--- config.mk ---
export PLATFORM = sky130hd
export DESIGN_NAME = con_window_gen_flat
export DESIGN_NICKNAME = d
export VERILOG_FILES = /design/src/rtl/con_pkg.sv /design/src/rtl/con_window_gen_if.sv /design/src/rtl/con_line_buf.sv /design/src/rtl/con_window_gen.sv /design/src/flat_wrapper.sv
export SDC_FILE = /design/constraint.sdc
export NUM_CORES = 2
export LEC_CHECK = 0
export CORE_MARGIN = 2
export CORE_UTILIZATION = 55
export CTS_BUF_LIST = sky130_fd_sc_hd__clkbuf_8
export CTS_CLUSTER_SIZE = 16
export DETAILED_ROUTE_END_ITERATION = 7
export GPL_TIMING_DRIVEN = 0
export HOLD_SLACK_MARGIN = 0.06
export PLACE_DENSITY = 0.78
export SLEW_MARGIN = 10
export SYNTH_ARGS = -nofsm -noshare
export SYNTH_HDL_FRONTEND = slang
export SYNTH_SLANG_ARGS = --single-unit
--- constraint.sdc ---
create_clock -name clk -period 31.4 [get_ports clk]
set_input_delay 6.28 -clock clk [delete_from_list [all_inputs] [get_ports clk]]
set_output_delay 6.28 -clock clk [all_outputs]
set_load 0.01 [all_outputs]
--- src/rtl/con_pkg.sv ---
// Shared definitions for the convolution window feeder and the MAC engine bench:
// default sizes, window bus width, FSM encoding and the window element index.
package con_pkg;

    localparam int CON_IMA   = 8;
    localparam int CON_K     = 7;
    localparam int CON_WIN_W = CON_IMA * CON_K * CON_K;

    typedef enum logic [1:0] {
        IDLE   = 2'd0,
        STREAM = 2'd1,
        DONE   = 2'd2
    } state_t;

    // Row-major element position inside a k x k window; row 0 / col 0 are the oldest.
    function automatic int elem_idx(input int r, input int c, input int k);
        return r * k + c;
    endfunction

endpackage

--- src/rtl/con_window_gen_if.sv ---
// Pixel-stream input and window output bundle of the window generator.
interface con_window_gen_if
    import con_pkg::*;
#(
    parameter int IMA = CON_IMA,
    parameter int K   = CON_K
);
    logic                 start;
    logic [IMA-1:0]       pix_in;
    logic                 pix_valid;
    logic                 pix_ready;
    logic [IMA*K*K-1:0]   win_out;
    logic                 win_valid;
    logic                 frame_done;

    modport master (
        output start, pix_in, pix_valid,
        input  pix_ready, win_out, win_valid, frame_done
    );

    modport slave (
        input  start, pix_in, pix_valid,
        output pix_ready, win_out, win_valid, frame_done
    );
endinterface

--- src/rtl/con_line_buf.sv ---
// Fixed-delay pixel shift buffer: dout is the pixel pushed DEPTH shifts ago.
// Circular RAM with a registered read of the slot that becomes oldest after each push.
module con_line_buf
    import con_pkg::*;
#(
    parameter int IMA   = CON_IMA,
    parameter int DEPTH = 28
) (
    input  logic           clk,
    input  logic           rst_n,
    input  logic           shift_en,
    input  logic [IMA-1:0] din,
    output logic [IMA-1:0] dout
);
    localparam int PTR_W = (DEPTH > 1) ? $clog2(DEPTH) : 1;

    logic [IMA-1:0]   mem [DEPTH];
    logic [PTR_W-1:0] ptr_reg;
    logic [PTR_W-1:0] ptr_next;
    logic [IMA-1:0]   dout_reg;

    assign ptr_next = (ptr_reg == PTR_W'(DEPTH - 1)) ? '0 : ptr_reg + 1'b1;

    always_ff @(posedge clk or posedge rst_n) begin
        if (rst_n) begin
            ptr_reg <= '0;
        end else if (shift_en) begin
            ptr_reg <= ptr_next;
        end
    end

    // Contents are refilled before any window depends on them, so no reset here.
    always_ff @(posedge clk) begin
        if (shift_en) begin
            mem[ptr_reg] <= din;
            dout_reg     <= mem[ptr_next];
        end
    end

    assign dout = dout_reg;

endmodule

--- src/rtl/con_window_gen.sv ---
// Builds every unpadded KxK window of a raster-order frame using K-1 line buffers
// and a shifting column history; each window is strobed for one cycle.
module con_window_gen
    import con_pkg::*;
#(
    parameter int IMA   = CON_IMA,
    parameter int K     = CON_K,
    parameter int IMG_W = 28,
    parameter int IMG_H = 28
) (
    input  logic clk,
    input  logic rst_n,
    con_window_gen_if.slave bus
);
    localparam int COL_W = $clog2(IMG_W);
    localparam int ROW_W = $clog2(IMG_H);
    localparam int NPIX  = K * K;

    state_t                         state_reg;
    logic [COL_W-1:0]               col_reg;
    logic [ROW_W-1:0]               row_reg;
    logic                           pix_ready_reg;
    logic                           win_valid_reg;
    logic                           frame_done_reg;
    logic [K-1:0][K-2:0][IMA-1:0]   hist_reg;
    logic [K-1:0][K-2:0][IMA-1:0]   hist_next;
    logic [NPIX-1:0][IMA-1:0]       win_next;
    logic [NPIX-1:0][IMA-1:0]       win_out_reg;
    logic [K-2:0][IMA-1:0]          lb_in;
    logic [K-2:0][IMA-1:0]          lb_out;
    logic [K-1:0][IMA-1:0]          col_pix;
    logic                           xfer;
    logic                           last_col;
    logic                           last_row;
    logic                           win_pos;

    assign xfer     = bus.pix_valid && pix_ready_reg;
    assign last_col = (col_reg == COL_W'(IMG_W - 1));
    assign last_row = (row_reg == ROW_W'(IMG_H - 1));
    assign win_pos  = (row_reg >= ROW_W'(K - 1)) && (col_reg >= COL_W'(K - 1));

    genvar gi, gj;

    // Chain of line buffers: buffer 0 sees the live pixel, each later one the previous output.
    generate
        for (gi = 0; gi < K - 1; gi++) begin : g_lb
            if (gi == 0) begin : g_head
                assign lb_in[gi] = bus.pix_in;
            end else begin : g_tail
                assign lb_in[gi] = lb_out[gi-1];
            end
            con_line_buf #(
                .IMA   (IMA),
                .DEPTH (IMG_W)
            ) u_lb (
                .clk      (clk),
                .rst_n    (rst_n),
                .shift_en (xfer),
                .din      (lb_in[gi]),
                .dout     (lb_out[gi])
            );
            assign col_pix[gi] = lb_out[K-2-gi];
        end
    endgenerate

    assign col_pix[K-1] = bus.pix_in;

    // Only the newest K-1 columns are kept; the oldest one falls off as the new column enters.
    generate
        for (gi = 0; gi < K; gi++) begin : g_row
            for (gj = 0; gj < K; gj++) begin : g_col
                if (gj == K - 1) begin : g_new
                    assign win_next[elem_idx(gi, gj, K)] = col_pix[gi];
                end else begin : g_old
                    assign win_next[elem_idx(gi, gj, K)] = hist_reg[gi][gj];
                    assign hist_next[gi][gj]             = win_next[elem_idx(gi, gj + 1, K)];
                end
            end
        end
    endgenerate

    always_ff @(posedge clk or posedge rst_n) begin
        if (rst_n) begin
            state_reg      <= IDLE;
            col_reg        <= '0;
            row_reg        <= '0;
            pix_ready_reg  <= 1'b0;
            win_valid_reg  <= 1'b0;
            frame_done_reg <= 1'b0;
        end else begin
            win_valid_reg  <= 1'b0;
            frame_done_reg <= 1'b0;
            case (state_reg)
                IDLE: begin
                    if (bus.start) begin
                        state_reg     <= STREAM;
                        col_reg       <= '0;
                        row_reg       <= '0;
                        pix_ready_reg <= 1'b1;
                    end
                end
                STREAM: begin
                    if (xfer) begin
                        win_valid_reg <= win_pos;
                        if (last_col) begin
                            col_reg <= '0;
                            if (last_row) begin
                                state_reg      <= DONE;
                                pix_ready_reg  <= 1'b0;
                                frame_done_reg <= 1'b1;
                            end else begin
                                row_reg <= row_reg + 1'b1;
                            end
                        end else begin
                            col_reg <= col_reg + 1'b1;
                        end
                    end
                end
                DONE: begin
                    state_reg <= IDLE;
                end
                default: begin
                    state_reg     <= IDLE;
                    pix_ready_reg <= 1'b0;
                end
            endcase
        end
    end

    // History shifts on every transfer; the output only loads on a complete window.
    always_ff @(posedge clk or posedge rst_n) begin
        if (rst_n) begin
            hist_reg    <= '0;
            win_out_reg <= '0;
        end else if (xfer) begin
            hist_reg <= hist_next;
            if (win_pos) begin
                win_out_reg <= win_next;
            end
        end
    end

    assign bus.pix_ready  = pix_ready_reg;
    assign bus.win_valid  = win_valid_reg;
    assign bus.frame_done = frame_done_reg;
    assign bus.win_out    = win_out_reg;

endmodule

--- src/flat_wrapper.sv ---
// flat-port wrapper written by rule: the top's interface ports become plain ports
module con_window_gen_flat import con_pkg::*;
#(
    parameter int IMA   = CON_IMA,
    parameter int K     = CON_K,
    parameter int IMG_W = 28,
    parameter int IMG_H = 28
)
  (clk, rst_n, bus_start, bus_pix_in, bus_pix_valid, bus_pix_ready, bus_win_out, bus_win_valid, bus_frame_done);
  con_window_gen_if #(.IMA(IMA), .K(K)) bus_i ();
  input  logic clk;
  input  logic rst_n;
  input wire logic [$bits(bus_i.start)-1:0] bus_start;
  input wire logic [$bits(bus_i.pix_in)-1:0] bus_pix_in;
  input wire logic [$bits(bus_i.pix_valid)-1:0] bus_pix_valid;
  output wire logic [$bits(bus_i.pix_ready)-1:0] bus_pix_ready;
  output wire logic [$bits(bus_i.win_out)-1:0] bus_win_out;
  output wire logic [$bits(bus_i.win_valid)-1:0] bus_win_valid;
  output wire logic [$bits(bus_i.frame_done)-1:0] bus_frame_done;
  assign bus_i.start = bus_start;
  assign bus_i.pix_in = bus_pix_in;
  assign bus_i.pix_valid = bus_pix_valid;
  assign bus_pix_ready = bus_i.pix_ready;
  assign bus_win_out = bus_i.win_out;
  assign bus_win_valid = bus_i.win_valid;
  assign bus_frame_done = bus_i.frame_done;
  con_window_gen #(.IMA(IMA), .K(K), .IMG_W(IMG_W), .IMG_H(IMG_H)) u_core (.clk(clk), .rst_n(rst_n), .bus(bus_i));
endmodule
==> flow_summary.ini <==
[clock_tree]
htreeDepth = 5
cts_hold_buf = 0
root_buffer = clkbuf_8
clock_sinks = 2165
cts_buffer_depth = 4
cts_resized = 0
post_cts_buffers = 0
cts_buffers = 354
clock_latency_ps = 1050
cts_tree = built
path_clk_slew_ps = 60

[floorplan]
row_count = 146
coreArea_mm2 = 0.158
die_w_um = 403
ios = 407
die-height_um = 403
initial_core_util_pct = 55.4
die-area_mm2 = 0.162

[logic_synthesis]
synth.most_common_cell = nand2_1
ys_top_cells_by_area = edfxtp_1 (48%), dfrtp_1 (22%), mux2_2 (6.2%)
synth_area_leader_cell = edfxtp_1
ys_seq_area_share_pct = 69.8
synth_edf_count = 1392
synthXorXnorAreaFrac_pct = 0.120
netlist.area_leader.share_pct = 47.7
synth_fa_ha_area_share_pct = 0.400
syn_inst = 6172
postSynth.asyncResetShare_pct = 35.7
synth_flop_cell = edfxtp_1
synth_mux_area_share_pct = 13.0
synthTopCellsByCount = nand2_1 (1403), edfxtp_1 (1392), dfrtp_1 (773)
ys_warn_count = 0
synth-simple-area-share_pct = 9.30
synth-compound-area-share_pct = 5.39
synth.net_count = 6212
synth-seq-cells = 2165
synth_top_family_by_area = multiplexers
synth_area_mm2 = 0.0876
synth.avg_cell_area_um2 = 14.2
yosysUniqueCellTypes = 72

[worst_setup_path]
cp_cell_sequence = clkdlybuf4s50_1 -> nand2_1 -> inv_1 -> clkbuf_1 -> clkbuf_1 -> nand2_1 -> nor2_1
cpPeakStageDelay_ps = 1040
cpMaxStageDelayCell = clkbuf_1
critical_path.startpoint_type = input port
cp_data_required_time_ps = 32000
endpoint_kind = flip-flop
critical_path_class = input port to flip-flop
path_max_fanout = 10
arrival_ps = 10720

[sta]
drv_slew = 0
period_needed_ps = 10120
worstMarginPinSlew_ps = 1400
rsz0062_at_grt = no
relSlewSlack_pct = 6.60
timing.final.crit_share_pct = 32.2
setup_slack_ps = 21280
skew_ps = 115
fmax_mhz = 98.8
hold_violations = 0
setup_viol = 0

[outcome]
outcome = finished, final reports clean

[global_routing]
overflow = 0
grt_pass1_wl_um = 350000
top_usage_layer = met2
antenna_found_initial = 8
globalRouteMet3Util_pct = 6.62
met2_usage_pct = 45.4
grt_use_total_pct = 28.7
grt_max_degree = 122
grt_pass1_vias = 56100
met1_usage_pct = 38.9

[placement]
dpl.hpwl_um = 159000
dpl-instance-area_mm2 = 0.0946
io_buffers = 406
place_ws_ps = 20410
globalplace.congestion = 0.975

[power]
p_leak_nw = 40.0
power_mw = 9.42
power_density_mw_per_mm2 = 92.7
ir_drop_mv = 0.0631

[finish]
n_fill_cell = 11200
final_layout_size_suffix_gt1_share_pct = 18.3
largest_reg_flops = 1344
layout.nets = 7003
area.growth.synth_to_final_pct = 16.0
design_area_mm2 = 0.102

[drt]
viasPerCell = 6.05
wl_per_cell_um = 25.4
drtIter0Drc = 6299
routed_wl_um = 236000
drt-pass1-iter-count = 8
final_antenna_net_count = 0
vias = 56300
route.detailed.drc = 0

[hold_path]
hold_class = flip-flop to flip-flop

[job]
cap_viol_max_count = 0
==> final timing paths <==
check | start | to | slack, ps | depth (start not counted)
setup reg to reg | u_core.bus.pix_ready | u_core.g_lb[4].u_lb.mem[6][4] | 26540 | 6
hold reg to reg | u_core.hist_reg[96] | u_core.hist_reg[96] | 470 | 2
min in group asynchronous | rst_n | u_core.bus.win_out[96] | 5780 | 2
hold / removal | u_core.hist_reg[96] | u_core.hist_reg[96] | 470 | 2
setup / recovery | bus_pix_valid | u_core.g_lb[4].u_lb.mem[6][4] | 21280 | 7
max in group asynchronous | rst_n | u_core.bus.win_out[294] | 23690 | 5
==> per-layer routing <==
layer,vias up,part of all wire [%],wire (um)
met4,0,3.9,9270
met1,28400,39,92600
met3,542,9.3,21900
met5,-,0,0
li1,24400,-,-
met2,2988,48,112000
==> cell families after synthesis <==
family / Yosys count
xor gates and xnor gates: 12
adders and majority gates: 28
DFF: 2165
and+or+nand+nor: 1977
muxes: 916
buffers and inverters: 381
AOI/OAI and AO/OA: 693
==> layout make-up <==
cell class | count | area, um^2 | area share [%]
well taps | 2072 | 2590 | 2.55
multi-input cells | 3626 | 24700 | 24.3
repair buffers | 435 | 4610 | 4.54
inverters | 26 | 105 | 0.103
flip-flops and latches | 2165 | 61100 | 60.2
diodes | 2 | 5.00 | 0.00493
clock buffers | 401 | 5520 | 5.43
clock inverters | 224 | 1260 | 1.24
plain buffers | 355 | 1630 | 1.61
==> per-stage QoR <==
| step | util [%] | hold slack (ps) | TNS (ps) | cells |
|---|---|---|---|---|
| detailed placement | 59.8 | 457 | 0 | 8667 |
| floorplan | - | 435 | 0 | 6172 |
| global route | 64.2 | 491 | 0 | 9306 |
| finish | 64.2 | 472 | 0 | 9306 |
| global placement | 59.6 | 454 | -3847320 | 8650 |
| CTS | 64.1 | 461 | 0 | 9292 |
==> placed cells by master, fill, tap and decap left out, drive strengths merged, types with 7 or more instances in the layout <==
cell and n:
edfxtp 1392, or3 19, a2bb2oi 19, inv 118
nand2b 16, o21ai 129, a22oi 13, a21o 13
and2 8, a221oi 84, mux2i 303, nor3 13
and3 15, nand3b 27, a31oi 53, ha 28
a21oi 152, a211oi 42, o221ai 9, nand3 149
o22ai 47, dfrtp 773, nand4 27, bufinv 12
clkdlybuf4s50 398, nor3b 9, o21a 20, clkinv 113
nor2 248, mux4 129, nand2 1404, clkbuf 579
buf 214, clkinvlp 7, nor2b 21, and4b 10
o211ai 7, a32oi 52, a311oi 13, mux2 484
==> critical path: cells and delay by family <==
family	cells	cell delay, ps
and+or+nand+nor	3	1670
buffers and inverters	4	2720
==> where the power goes <==
group	internal [mW]	switching (mW)	leakage, nW
Clock	1.26	1.11	3.85
Sequential	3.72	0.481	22.6
Combinational	1.18	1.66	13.5
Total	6.17	3.25	40.0
Note: power is estimated with default switching activity, not from simulation.
